--- config.mk ---
export PLATFORM = sky130hd
export DESIGN_NAME = butterfly_r2_pipe
export DESIGN_NICKNAME = d
export VERILOG_FILES = /design/src/rtl/butterfly_r2_pipe.sv
export SDC_FILE = /design/constraint.sdc
export NUM_CORES = 2
export LEC_CHECK = 0
export CORE_ASPECT_RATIO = 0.9
export CORE_MARGIN = 5
export CORE_UTILIZATION = 65
export DETAILED_ROUTE_END_ITERATION = 7
export HOLD_SLACK_MARGIN = 0.12
export PLACE_DENSITY = 0.86
export SLEW_MARGIN = 15
export SYNTH_ARGS = -nofsm -noshare
export SYNTH_HDL_FRONTEND = slang
export SYNTH_SLANG_ARGS = --single-unit
--- constraint.sdc ---
create_clock -name clk -period 8.45 [get_ports clk]
set_input_delay 0.845 -clock clk [delete_from_list [all_inputs] [get_ports clk]]
set_output_delay 0.845 -clock clk [all_outputs]
set_load 0.03 [all_outputs]
--- src/rtl/butterfly_r2_pipe.sv ---
// Radix-2 DIT butterfly with a run-time twiddle: y0 = a + b*W, y1 = a - b*W.
// Four-stage pipeline with global stall, conj(W) select, optional /2 scaling, saturation and sticky overflow.
module butterfly_r2_pipe #(
  parameter int DATA_WIDTH = 16,
  parameter int TW_WIDTH   = 16,
  parameter int LATENCY    = 4
) (
  input  logic                         clk,
  input  logic                         rst,
  input  logic                         en,
  input  logic                         in_valid,
  input  logic                         inverse,
  input  logic                         scale,
  input  logic signed [DATA_WIDTH-1:0] a_re,
  input  logic signed [DATA_WIDTH-1:0] a_im,
  input  logic signed [DATA_WIDTH-1:0] b_re,
  input  logic signed [DATA_WIDTH-1:0] b_im,
  input  logic signed [TW_WIDTH-1:0]   w_re,
  input  logic signed [TW_WIDTH-1:0]   w_im,
  output logic                         out_valid,
  output logic signed [DATA_WIDTH-1:0] y0_re,
  output logic signed [DATA_WIDTH-1:0] y0_im,
  output logic signed [DATA_WIDTH-1:0] y1_re,
  output logic signed [DATA_WIDTH-1:0] y1_im,
  output logic                         ovf,
  input  logic                         ovf_clr
);

  localparam int DW = DATA_WIDTH;
  localparam int TW = TW_WIDTH;
  localparam int WW = TW + 1;
  localparam int MW = DW + TW + 1;
  localparam int PW = DW + TW + 2;
  localparam int SW = DW + 2;

  localparam logic signed [PW-1:0] RND     = PW'(1) <<< (TW - 2);
  localparam logic signed [SW-1:0] SAT_MAX = SW'({1'b0, {(DW-1){1'b1}}});
  localparam logic signed [SW-1:0] SAT_MIN = ~SAT_MAX;
  localparam logic signed [SW-1:0] ONE     = SW'(1);

  if (LATENCY != 4) begin : g_latency_check
    $fatal(1, "butterfly_r2_pipe supports only LATENCY=4");
  end

  logic                 v1, sc1;
  logic signed [DW-1:0] a1_re, a1_im, b1_re, b1_im;
  logic signed [WW-1:0] w1_re, w1_im;

  // Twiddle is widened by one bit so conj(-2^(TW-1)) becomes +2^(TW-1) instead of wrapping.
  always_ff @(posedge clk) begin
    if (rst) begin
      v1    <= 1'b0;
      sc1   <= 1'b0;
      a1_re <= '0;
      a1_im <= '0;
      b1_re <= '0;
      b1_im <= '0;
      w1_re <= '0;
      w1_im <= '0;
    end else if (en) begin
      v1    <= in_valid;
      sc1   <= scale;
      a1_re <= a_re;
      a1_im <= a_im;
      b1_re <= b_re;
      b1_im <= b_im;
      w1_re <= WW'(w_re);
      w1_im <= inverse ? -WW'(w_im) : WW'(w_im);
    end
  end

  logic signed [MW-1:0] p_rr, p_ii, p_ri, p_ir;

  assign p_rr = MW'(b1_re) * MW'(w1_re);
  assign p_ii = MW'(b1_im) * MW'(w1_im);
  assign p_ri = MW'(b1_re) * MW'(w1_im);
  assign p_ir = MW'(b1_im) * MW'(w1_re);

  logic                 v2, sc2;
  logic signed [DW-1:0] a2_re, a2_im;
  logic signed [PW-1:0] pr2, pi2;

  always_ff @(posedge clk) begin
    if (rst) begin
      v2    <= 1'b0;
      sc2   <= 1'b0;
      a2_re <= '0;
      a2_im <= '0;
      pr2   <= '0;
      pi2   <= '0;
    end else if (en) begin
      v2    <= v1;
      sc2   <= sc1;
      a2_re <= a1_re;
      a2_im <= a1_im;
      pr2   <= PW'(p_rr) - PW'(p_ii);
      pi2   <= PW'(p_ri) + PW'(p_ir);
    end
  end

  logic                 v3, sc3;
  logic signed [DW-1:0] a3_re, a3_im;
  logic signed [SW-1:0] tr3, ti3;

  // Round half-up back to data scale; the upper bits dropped by the cast are pure sign extension.
  always_ff @(posedge clk) begin
    if (rst) begin
      v3    <= 1'b0;
      sc3   <= 1'b0;
      a3_re <= '0;
      a3_im <= '0;
      tr3   <= '0;
      ti3   <= '0;
    end else if (en) begin
      v3    <= v2;
      sc3   <= sc2;
      a3_re <= a2_re;
      a3_im <= a2_im;
      tr3   <= SW'((pr2 + RND) >>> (TW - 1));
      ti3   <= SW'((pi2 + RND) >>> (TW - 1));
    end
  end

  logic signed [SW-1:0] raw [4];
  logic signed [SW-1:0] scaled [4];
  logic signed [DW-1:0] clamped [4];
  logic [3:0]           sat;

  // Component order: y0_re, y0_im, y1_re, y1_im.
  always_comb begin
    raw[0] = SW'(a3_re) + tr3;
    raw[1] = SW'(a3_im) + ti3;
    raw[2] = SW'(a3_re) - tr3;
    raw[3] = SW'(a3_im) - ti3;
    for (int k = 0; k < 4; k++) begin
      scaled[k] = sc3 ? ((raw[k] + ONE) >>> 1) : raw[k];
      sat[k]    = (scaled[k] > SAT_MAX) || (scaled[k] < SAT_MIN);
      if (scaled[k] > SAT_MAX) begin
        clamped[k] = DW'(SAT_MAX);
      end else if (scaled[k] < SAT_MIN) begin
        clamped[k] = DW'(SAT_MIN);
      end else begin
        clamped[k] = DW'(scaled[k]);
      end
    end
  end

  // Overflow set beats clear; clear works even while the pipeline is stalled.
  always_ff @(posedge clk) begin
    if (rst) begin
      out_valid <= 1'b0;
      y0_re     <= '0;
      y0_im     <= '0;
      y1_re     <= '0;
      y1_im     <= '0;
      ovf       <= 1'b0;
    end else begin
      if (en) begin
        out_valid <= v3;
        y0_re     <= clamped[0];
        y0_im     <= clamped[1];
        y1_re     <= clamped[2];
        y1_im     <= clamped[3];
      end
      if (en && v3 && (|sat)) begin
        ovf <= 1'b1;
      end else if (ovf_clr) begin
        ovf <= 1'b0;
      end
    end
  end

endmodule

==> results.toml <==
[run_status]
outcome = "finished, final reports clean"

[job]
drv_cap = 0

[setup_path]
path_type_of_the_worst_setup_path = "reg -> reg"
crit_path_top_delay_cell = "sky130_fd_sc_hd__dfxtp_1"
crit_required_ps = 8930
crit_path_start_kind = "register"
worstPathArrival_ps = 8700
crit_path_end_kind = "register"
critical_path.max_fanout = 11
critPathMostFrequentCell = "sky130_fd_sc_hd__fa_1"
cpPeakStageDelay_ps = 660

[placement]
place_ws_ps = 117
placed_cell_area_mm2 = 0.0615
buffer_ports.inserted = 168
globalplace.congestion = 0.966
detailedPlacementHpwl_um = 131000

[synth]
number_of_enable_type_register_cells_in_the_synthesized_netlist = 0
netlist.area_leader.share = 0.410
ys.warnings.count = 0
post_synthesis_cell_type_count = 106
synthesis.nets = 8089
largest_cells_by_area_after_synthesis = "sky130_fd_sc_hd__fa_1 (41%), sky130_fd_sc_hd__dfxtp_1 (11%), sky130_fd_sc_hd__inv_1 (8.9%)"
synth_largest_area_cell = "sky130_fd_sc_hd__fa_1"
synthesized_area_mm2 = 0.0582
syn_inst = 6413
synth-seq-cells = 307
synth_common_cells = "sky130_fd_sc_hd__inv_1 (1,381), sky130_fd_sc_hd__fa_1 (1,194), sky130_fd_sc_hd__nand2_1 (610), sky130_fd_sc_hd__and2_1 (506), sky130_fd_sc_hd__nor2_1 (391)"
synth-main-ff-cell = "sky130_fd_sc_hd__dfxtp_1"
synthArstFlopShare = 0
synth-seq-area-share = 0.106
syn_area_per_cell_um2 = 9.08
yosysMostFrequentCell = "sky130_fd_sc_hd__inv_1"

[sta]
layout_worst_path_cycle_share = 0.972
final_hold_viol_count = 0
worst_slew_pin_slew_ps = 1160
tns_ps = 0
maxSlewHeadroom = 0.221
slew_viols_final = 0
unrepaired_setup_endpoints_after_global_routing = "no"
setup_slack_ps = 234
worst_hold_slack_ps = 475
fmax_ghz = 0.122
timing.clock.skew_ps = 45.8
fin_crit_ps = 8220
setup_viol_count_final = 0

[power]
intPower_uw = 7810
vdd.ir_drop.worst_uv = 579
pwr-share-clk = 0.100
share_comb_of_total_power = 0.784
cellPowerDensity_mw_per_mm2 = 257
switching_share = 0.514
p_leak_uw = 0.0305
power.net_switching_uw = 8270
share_seq_of_total_power = 0.117

[floorplan]
floorplan.rows = 104
initial_core_util = 0.653
floorplan.io_pins = 169
design.die.area_mm2 = 0.0957
die-width_um = 326
die_outline_height_um = 294
core-area_mm2 = 0.0891

[route]
route.final.wire_length_um = 159000
drt_first_iter_violations = 3752
antenna_violating_nets_post_route = 0
drt_pre_antenna_iters = 5
wl_per_cell_um = 20.7
route.detailed.vias_per_inst = 5.80
count_of_vias_placed_by_the_detailed_router = 44400
route.detailed.drc = 0

[clock_tree]
numCtsBuffers = 36
cts.sinks = 307
path_clk_slew_ps = 80
post_cts_buffers = 0
cts_buffer_depth = 3
cts.htree.levels = 2
cts_tree = "yes"
clock_latency_late_sink_ps = 600
clock-root-buffer = "sky130_fd_sc_hd__clkbuf_16"

[global_routing]
grt_usage = 0.336
grt_max_degree = 126
antenna_found_initial = 8
globalRoute.totalOverflow = 0
grt_pass1_wl_um = 255000
vias_in_the_first_global_route = 48000

[final_layout]
fin_nets = 8132
final_design_area_no_fill_mm2 = 0.0627
area_delta_synth_final_pct = 7.63
drive_gt1_frac = 0.0467

[min_path]
min_path_type = "reg -> reg"
[area by class of cell]
class                           instances  area, um2
Multi-Input combinational cell       4392      45600
Fill cell                            6416      26500
Sequential cell                       307       6160
Inverter                             1386       5200
Timing Repair Buffer                  333       3070
Tap cell                             1166       1460
Clock buffer                           48        996
Clock inverter                         17        166
Antenna cell                            6       15.0
[what timing repair did]
item / CTS / global route
setup endpoints to repair: 0 / 14
gates resized for setup: 0 / 13
hold buffers: 0 / 0
hold endpoints to repair: 0 / 0
[worst paths after layout]
check	start	to	slack, ps	cells past startpoint
setup / recovery	w1_im[8]	pr2[29]	230	25
hold / removal	y0_im[15]	y0_im[15]	470	2
setup reg to reg	w1_im[8]	pr2[29]	230	25
hold reg to reg	y0_im[15]	y0_im[15]	470	2
[per-layer routing]
layer	wire, um	global-route usage	part of all wire	vias to the layer above
met2	74800	0.564	0.47	2069
li1	-	-	-	19600
met5	12	0	0.000076	-
met1	57900	0.408	0.37	22100
met3	16400	0.0909	0.10	597
met4	9400	0.162	0.059	2
[flip-flops by register name, indices dropped and copies added, names as in the netlist, 16 cells and up]
| register | count |
|---|---|
| a1_im | 16 |
| a1_re | 16 |
| a2_im | 16 |
| a2_re | 16 |
| a3_im | 16 |
| a3_re | 16 |
| b1_im | 16 |
| b1_re | 16 |
| pi2 | 19 |
| pr2 | 19 |
| ti3 | 18 |
| tr3 | 18 |
| w1_im | 17 |
| w1_re | 16 |
| y0_im | 16 |
| y0_re | 16 |
| y1_im | 16 |
| y1_re | 16 |
[power groups by stage]
stage	sequential [uW]	combinational, uW	clock [uW]
floorplan	1860	8680	0
global placement	1890	11700	0
detailed placement	1900	12300	0
CTS	1870	12400	1610
global route	1890	14000	1670
finish	1880	12600	1600
[cells in the final DEF, fill, tap and decap left out, types with 39 or more instances in the layout]
| master | count |
|---|---|
| sky130_fd_sc_hd__inv_1 | 1381 |
| sky130_fd_sc_hd__fa_1 | 1194 |
| sky130_fd_sc_hd__nand2_1 | 610 |
| sky130_fd_sc_hd__and2_1 | 506 |
| sky130_fd_sc_hd__nor2_1 | 391 |
| sky130_fd_sc_hd__ha_1 | 379 |
| sky130_fd_sc_hd__dfxtp_1 | 295 |
| sky130_fd_sc_hd__mux2i_1 | 183 |
| sky130_fd_sc_hd__clkdlybuf4s50_1 | 166 |
| sky130_fd_sc_hd__buf_4 | 154 |
| sky130_fd_sc_hd__xnor2_1 | 128 |
| sky130_fd_sc_hd__a21oi_1 | 114 |
| sky130_fd_sc_hd__a211oi_1 | 84 |
| sky130_fd_sc_hd__o21ai_0 | 72 |
| sky130_fd_sc_hd__nand3_1 | 62 |
| sky130_fd_sc_hd__xor2_1 | 59 |
| sky130_fd_sc_hd__nor3_1 | 54 |
| sky130_fd_sc_hd__nor2b_1 | 48 |
| sky130_fd_sc_hd__nand2b_1 | 39 |
[through the flow]
step           cells  power, uW   util
6_report        7655      16100  0.703
5_1_grt         7650      17500  0.703
4_1_cts         7649      15900  0.703
3_5_place_dp    7584      14200  0.690
3_3_place_gp    7584      13600  0.690
2_1_floorplan   6413      10500      -
[worst max-delay path: cells and delay by family (launching register included)]
kind	cells	cell delay, ps
buffers and inverters	5	740
AO/OA/AOI/OAI	8	1770
AND/OR/NAND/NOR	2	330
multiplexers	1	350
adder cells (fa/ha/maj)	9	4220
flip-flops	1	660
[cell families after synthesis]
family / Yosys count / share of synthesized area
buf+inv: 1714 / 0.111
simple gates: 1863 / 0.157
xor+xnor: 188 / 0.0284
fa+ha+maj: 1573 / 0.492
compound gates: 583 / 0.0735
flops: 307 / 0.106
mux: 185 / 0.0318
No activity file was read; power rests on OpenSTA's default activity.
